<file path="config.mk">
export PLATFORM = sky130hd
export DESIGN_NAME = shift_pipe
export DESIGN_NICKNAME = d
export VERILOG_FILES = /design/src/rtl/shift_pkg.sv /design/src/rtl/shift_stage.sv /design/src/rtl/shift_pipe.sv
export SDC_FILE = /design/constraint.sdc
export NUM_CORES = 1
export LEC_CHECK = 0
export CAP_MARGIN = 20
export CELL_PAD_IN_SITES_DETAIL_PLACEMENT = 0
export CELL_PAD_IN_SITES_GLOBAL_PLACEMENT = 1
export CORE_MARGIN = 2
export CORE_UTILIZATION = 28
export CTS_CLUSTER_DIAMETER = 50
export CTS_CLUSTER_SIZE = 24
export DETAILED_ROUTE_END_ITERATION = 8
export PLACE_DENSITY = 0.64
export SLEW_MARGIN = 20
export SYNTH_ARGS = -nofsm -noshare
export SYNTH_HDL_FRONTEND = slang
export SYNTH_SLANG_ARGS = --single-unit
</file>
<file path="constraint.sdc">
create_clock -name clock -period 1.93 [get_ports clock]
set_input_delay 0.386 -clock clock [delete_from_list [all_inputs] [get_ports clock]]
set_output_delay 0.386 -clock clock [all_outputs]
set_load 0.005 [all_outputs]
</file>
<file path="src/rtl/shift_pkg.sv">
// Shared types and constants for the pipelined barrel shifter.
package shift_pkg;

    typedef logic [1:0] mode_t;

    localparam mode_t MODE_SLL = 2'b00;
    localparam mode_t MODE_SRL = 2'b01;
    localparam mode_t MODE_SRA = 2'b10;
    localparam mode_t MODE_ROL = 2'b11;

endpackage

</file>
<file path="src/rtl/shift_stage.sv">
// One fixed-distance shift step covering all four modes; pure combinational.
module shift_stage
    import shift_pkg::*;
#(
    parameter int unsigned WIDTH = 32,
    parameter int unsigned DIST  = 1
) (
    input  logic [WIDTH-1:0] d,
    input  logic             en,
    input  mode_t            mode,
    output logic [WIDTH-1:0] q
);

    always_comb begin
        q = d;
        if (en) begin
            case (mode)
                MODE_SLL: q = {d[WIDTH-1-DIST:0], {DIST{1'b0}}};
                MODE_SRL: q = {{DIST{1'b0}}, d[WIDTH-1:DIST]};
                MODE_SRA: q = {{DIST{d[WIDTH-1]}}, d[WIDTH-1:DIST]};
                MODE_ROL: q = {d[WIDTH-1-DIST:0], d[WIDTH-1:WIDTH-DIST]};
                default:  q = d;
            endcase
        end
    end

endmodule

</file>
<file path="src/rtl/shift_pipe.sv">
// Pipelined logarithmic barrel shifter: one registered stage per power-of-two
// distance, largest first, with valid/ready flow control and bubble collapse.
module shift_pipe
    import shift_pkg::*;
#(
    parameter int unsigned WIDTH   = 32,
    parameter int unsigned SHAMT_W = $clog2(WIDTH),
    parameter int unsigned TAG_W   = 5
) (
    input  logic               clock,
    input  logic               reset_n,
    input  logic               in_valid,
    output logic               in_ready,
    input  logic [WIDTH-1:0]   in_data,
    input  logic [SHAMT_W-1:0] in_shamt,
    input  mode_t              in_mode,
    input  logic [TAG_W-1:0]   in_tag,
    output logic               out_valid,
    input  logic               out_ready,
    output logic [WIDTH-1:0]   out_data,
    output logic [TAG_W-1:0]   out_tag,
    output logic               busy
);

    localparam int unsigned LAST = SHAMT_W - 1;

    logic [SHAMT_W-1:0]              r_valid;
    logic [SHAMT_W-1:0][WIDTH-1:0]   r_data;
    logic [SHAMT_W-1:0][SHAMT_W-1:0] r_shamt;
    mode_t [SHAMT_W-1:0]             r_mode;
    logic [SHAMT_W-1:0][TAG_W-1:0]   r_tag;

    logic [SHAMT_W-1:0]              w_up_valid;
    logic [SHAMT_W-1:0][WIDTH-1:0]   w_up_data;
    logic [SHAMT_W-1:0][SHAMT_W-1:0] w_up_shamt;
    mode_t [SHAMT_W-1:0]             w_up_mode;
    logic [SHAMT_W-1:0][TAG_W-1:0]   w_up_tag;
    logic [SHAMT_W-1:0][WIDTH-1:0]   w_q;
    logic [SHAMT_W-1:0]              w_load;

    // Stage 0 is fed by the input port, every other stage by its predecessor.
    always_comb begin
        w_up_valid[0] = in_valid;
        w_up_data[0]  = in_data;
        w_up_shamt[0] = in_shamt;
        w_up_mode[0]  = in_mode;
        w_up_tag[0]   = in_tag;
        for (int unsigned s = 1; s < SHAMT_W; s++) begin
            w_up_valid[s] = r_valid[s-1];
            w_up_data[s]  = r_data[s-1];
            w_up_shamt[s] = r_shamt[s-1];
            w_up_mode[s]  = r_mode[s-1];
            w_up_tag[s]   = r_tag[s-1];
        end
    end

    // A stage may load when it is empty or any slot downstream frees up this cycle.
    always_comb begin
        logic v_free;
        w_load = '0;
        for (int unsigned s = 0; s < SHAMT_W; s++) begin
            v_free = out_ready;
            for (int unsigned j = s + 1; j < SHAMT_W; j++) begin
                v_free = v_free | ~r_valid[j];
            end
            w_load[s] = ~r_valid[s] | v_free;
        end
    end

    for (genvar s = 0; s < SHAMT_W; s++) begin : g_stage
        shift_stage #(
            .WIDTH (WIDTH),
            .DIST  (1 << (LAST - s))
        ) u_stage (
            .d    (w_up_data[s]),
            .en   (w_up_shamt[s][LAST-s]),
            .mode (w_up_mode[s]),
            .q    (w_q[s])
        );
    end

    always_ff @(posedge clock or negedge reset_n) begin
        if (!reset_n) begin
            r_valid <= '0;
            r_data  <= '0;
            r_shamt <= '0;
            r_mode  <= '0;
            r_tag   <= '0;
        end else begin
            for (int unsigned s = 0; s < SHAMT_W; s++) begin
                if (w_load[s]) begin
                    r_valid[s] <= w_up_valid[s];
                    if (w_up_valid[s]) begin
                        r_data[s]  <= w_q[s];
                        r_shamt[s] <= w_up_shamt[s];
                        r_mode[s]  <= w_up_mode[s];
                        r_tag[s]   <= w_up_tag[s];
                    end
                end
            end
        end
    end

    // Shift amount and mode are dead once the final stage has been applied.
    logic w_unused_last;
    assign w_unused_last = ^{r_shamt[LAST], r_mode[LAST]};

    assign in_ready  = w_load[0];
    assign out_valid = r_valid[LAST];
    assign out_data  = r_data[LAST];
    assign out_tag   = r_tag[LAST];
    assign busy      = |r_valid;

endmodule

</file>
Word-level counts from Yosys, hierarchy flattened
Cells that the tools add are included.
- $add $sub $neg: 0
- multiply operators: 0
- div/mod/pow operators: 0
- magnitude comparators: 0
- equal/unequal tests: 15
- shift operators: 0
- muxes and demuxes: 10
- bitwise gates (word level): 19
- reductions and logical operators: 11
- operator list (operator ; number):
    $pmux 32 s4 ; 5
    $mux 32 ; 5
    $eq 2x2->1 const B ; 10
    $or 1x1->1 ; 14
    $eq 2x1->1 const B ; 5
    $logic_not 2->1 ; 5
    $reduce_and 2->1 ; 5
    $not 1->1 ; 5
    $reduce_or 5->1 ; 1
- bits in registers: 208
- latch bits: 0
- bits in writable memories: 0
- ROM bits: 0
- output and inout bits: 40
- word-level logic and storage cells: 78
- memories: 0

Longest topological paths before layout
- depth after elaboration: 7
- mapped depth: 7
- depth with buffers taken out: 4

By module
A second synthesis with hierarchy kept.
- cells, all modules: 1118
- area total of the unflattened synthesis: 11987.7 um^2
- modules (own cells, without submodules) (module ; times used ; cells an instance ; area each (um^2)):
    shift_pipe ; 1 ; 487 ; 8076.5
    shift_stage at g_stage[1].u_stage ; 1 ; 138 ; 878.3
    shift_stage at g_stage[0].u_stage ; 1 ; 145 ; 783.3
    shift_stage at g_stage[2].u_stage ; 1 ; 123 ; 775.7
    shift_stage at g_stage[3].u_stage ; 1 ; 114 ; 768.2
    shift_stage at g_stage[4].u_stage ; 1 ; 111 ; 705.7

Worst setup path before layout
No wires, ideal clock.
- path type: input to register
- start: input out_ready
- end: register r_mode[0] in the netlist's numbering
- data arrival time: 1.556 ns
- required time: 1.805 ns
- slack: 0.250 ns
- stages on the path: 5
- path through: nand4b_1 o21ai_1 buf_2 buf_4 mux2_2
- longest elaborated chain between the ends: 6
- RTL lines (element ; line ; text):
    start: declaration ; shift_pipe.sv:19 ; input logic out_ready,
    $or 1x1->1 (4 in series) ; shift_pipe.sv:64 ; v_free = v_free | ~r_valid[j];
    $or 1x1->1 ; shift_pipe.sv:66 ; w_load[s] = ~r_valid[s] | v_free;
    $reduce_and 2->1 (no source line) ; -- ;
    end signal: indexed assignment ; shift_pipe.sv:96 ; r_mode[s] <= w_up_mode[s];
    end: declaration ; shift_pipe.sv:30 ; mode_t [SHAMT_W-1:0] r_mode;
No other way between the ends.
A chain may end at the register's enable or synchronous reset.

Final worst setup path
- start: register r_valid[4]
- end: output out_valid
- RTL lines (element ; line ; text):
    start: declaration ; shift_pipe.sv:27 ; logic [SHAMT_W-1:0] r_valid;
    start signal: indexed assignment ; shift_pipe.sv:92 ; r_valid[s] <= w_up_valid[s];
    end: declaration ; shift_pipe.sv:18 ; output logic out_valid,
No word-level cell between the ends.

==> flow_summary.yaml <==
status:
  status: "complete, no violations"
logic_synthesis:
  synth_edf_count: 0
  yosysSeqAreaShare: 0.455
  synthTopCellsByCount: "dfrtp_1 (208), nor2_1 (142), nand2_1 (111)"
  synthFlopType: "dfrtp_1"
  yosys_warnings: 0
  yosys.area.top_type_share: 0.455
  synth-seq-cells: 208
  netlist_instances: 1156
  yosysMostFrequentCell: "dfrtp_1"
  syn_area_per_cell_um2: 9.90
  synth_area_leaders: "dfrtp_1 (45%), mux2i_1 (8.7%), a21o_1 (6.9%)"
  netlist_area_um2: 11400
  synth_top_cell_by_area: "dfrtp_1"
  synthArstFlopShare: 1.00
  synth_cell_types: 39
  syn_nets: 1204
worst_setup_path:
  arrival_ps: 1460
  path_delay_family: "buffers and inverters"
  critPathSlowestCell: "clkdlybuf4s50_1"
  crit_buf_inv: 1
  max_stage_delay_ps: 520
  cp_data_required_time_ps: 1540
  start_kind: "flop"
  crit_chain: "clkdlybuf4s50_1"
  path_max_fanout: 4
  critical_path_class: "reg -> out"
  crit_path_end_kind: "output port"
clock_tree:
  numCtsBuffers: 28
  cts_root_buffer: "clkbuf_16"
  htreeDepth: 1
  clk_latency_ps: 540
  path_clk_slew_ps: 60
  cts_tree: "yes"
  clock_sinks: 208
  cts_buffer_depth: 3
power_and_ir_drop:
  ir_worst_vdd_mv: 0.618
  p_leak_nw: 6.65
  p_per_area_nw_per_um2: 1520
hold_path:
  hold_path.class: "in -> async"
finish:
  diodes: 0
  drive_gt1_frac: 0.163
  layout.nets: 1281
  finalInstanceArea_um2: 14400
  syn2layout_area_growth_pct: 25.6
  final_cells: 1787
route:
  drt-vias-per-instance: 4.80
  antenna_left: 0
  first_iter_violations: 558
  vias: 8577
  firstDrtPassIters: 5
  routed_wl_um: 27200
  routedWlPerCell_um: 15.2
  drc: 0
placed_design:
  dpl_cell_area_um2: 13200
  dp_slack_ps: -138
  gp_congestion: 0.769
  dp_hpwl_um: 20100
  placed_cells: 1730
  portBuffers: 87
timing:
  tightestPinTransition_ps: 576
  fin_crit_ps: 1850
  hold_violations: 0
  fmax_mhz: 540
  slew_viol_final: 0
  worst_slack_ps: 79.6
  rsz0062_at_grt: "true"
  setup_viol: 0
  fin_hold_ws_ps: 375
  timing.slew.headroom: 0.616
  fin_skew_ps: 14.8
  period_share: 0.959
global_routing:
  grt_max_degree: 66
  grt_pass1_vias: 8364
  grt_pass1_wl_um: 46400
  antenna_found_initial: 0
  grt_util_all_layers: 0.133
  grt_remaining_overflow: 0
floorplan:
  coreArea_um2: 40600
  initial_core_util: 0.282
  placementRows: 74
  die_area_um2: 42500
  ioPinCount: 88
  fp.dieH_um: 206
  fp.dieW_um: 206
flow_run:
  cap_violations: 0
[where the power goes]
part | switching (W) | internal, W | total [W]
clock network | 0.00203 | 0.00373 | 0.00576
logic | 0.00385 | 0.00446 | 0.00832
registers | 0.00177 | 0.00597 | 0.00774
total | 0.00765 | 0.0142 | 0.0218
[registers in the layout, summed over array words and instances (netlist names)]
signal	flops
r_tag	20
r_data	128
out_tag	5
r_shamt	10
out_data	32
r_mode	8
r_valid	5
[stage by stage]
step                      setup TNS, ps  total power (W)   util
final                                 0           0.0218  0.354
after global placement            -7420           0.0160  0.327
after global routing              -12.7           0.0234  0.354
after floorplan                       0           0.0134      -
after CTS                         -27.0           0.0221  0.354
after detailed placement          -7060           0.0162  0.327
[logic make-up after synthesis]
kind of cell | synth area share
AO/OA/AOI/OAI | 0.242
XOR/XNOR | 0.00864
buffers and inverters | 0.0537
flip-flops | 0.455
multiplexers | 0.136
AND/OR/NAND/NOR | 0.105
[layout make-up]
class | count | area [um2]
clock inverter | 17 | 273
timing repair buffer | 154 | 1650
multi-input combinational | 820 | 5710
tap | 532 | 666
sequential | 208 | 5210
inverter | 21 | 78.8
fill | 4154 | 26200
clock buffer | 35 | 788
[worst paths after layout]
path | from | to | slack, ps | depth (start not counted)
max in group asynchronous | reset_n | out_data[21] | 840 | 3
min in group clock | in_tag[2] | r_tag[2] | 460 | 2
worst min-delay path | reset_n | out_tag[4] | 370 | 2
worst max-delay path | r_valid[4] | out_valid | 80 | 1
worst min register to register | r_tag[8] | r_tag[13] | 460 | 2
worst max register to register | r_mode[3] | r_data[89] | 100 | 4
[cells in the final DEF, fill, tap and decap left out, types with 4 or more instances in the layout]
master             n
a22oi_1            6
buf_4             44
clkbuf_8           5
xnor2_4            5
dfrtp_1          205
nand2b_1           4
clkbuf_16         29
nor2b_1            6
o311a_1           15
a2bb2oi_1         15
a21o_1           105
nor3b_1            7
buf_12            22
nor2_1           141
mux2i_1           99
clkdlybuf4s50_1   84
mux2_2            50
bufinv_16          6
o21ai_0           64
inv_1             20
and2_1            16
a211oi_2          20
a211oi_1          91
a21oi_1           12
o31ai_1           32
nand2_1          109
[layer usage]
metal,GRT usage,share of wire,up-vias
li1,-,-,4355
met1,0.190,0.49,4048
met2,0.213,0.46,138
met3,0.0177,0.031,36
met4,0.0298,0.020,0
met5,0,0,-
[what timing repair did]
| item | CTS | global route |
|---|---|---|
| gates resized for setup | 6 | 3 |
| hold endpoints to repair | 38 | 0 |
| setup endpoints to repair | 16 | 5 |
| cloned | 1 | 0 |
| pin swaps | 4 | 2 |
| buffers inserted | 3 | 0 |
| hold buffers | 1 | 0 |
Power figures use the tool's default switching activity.
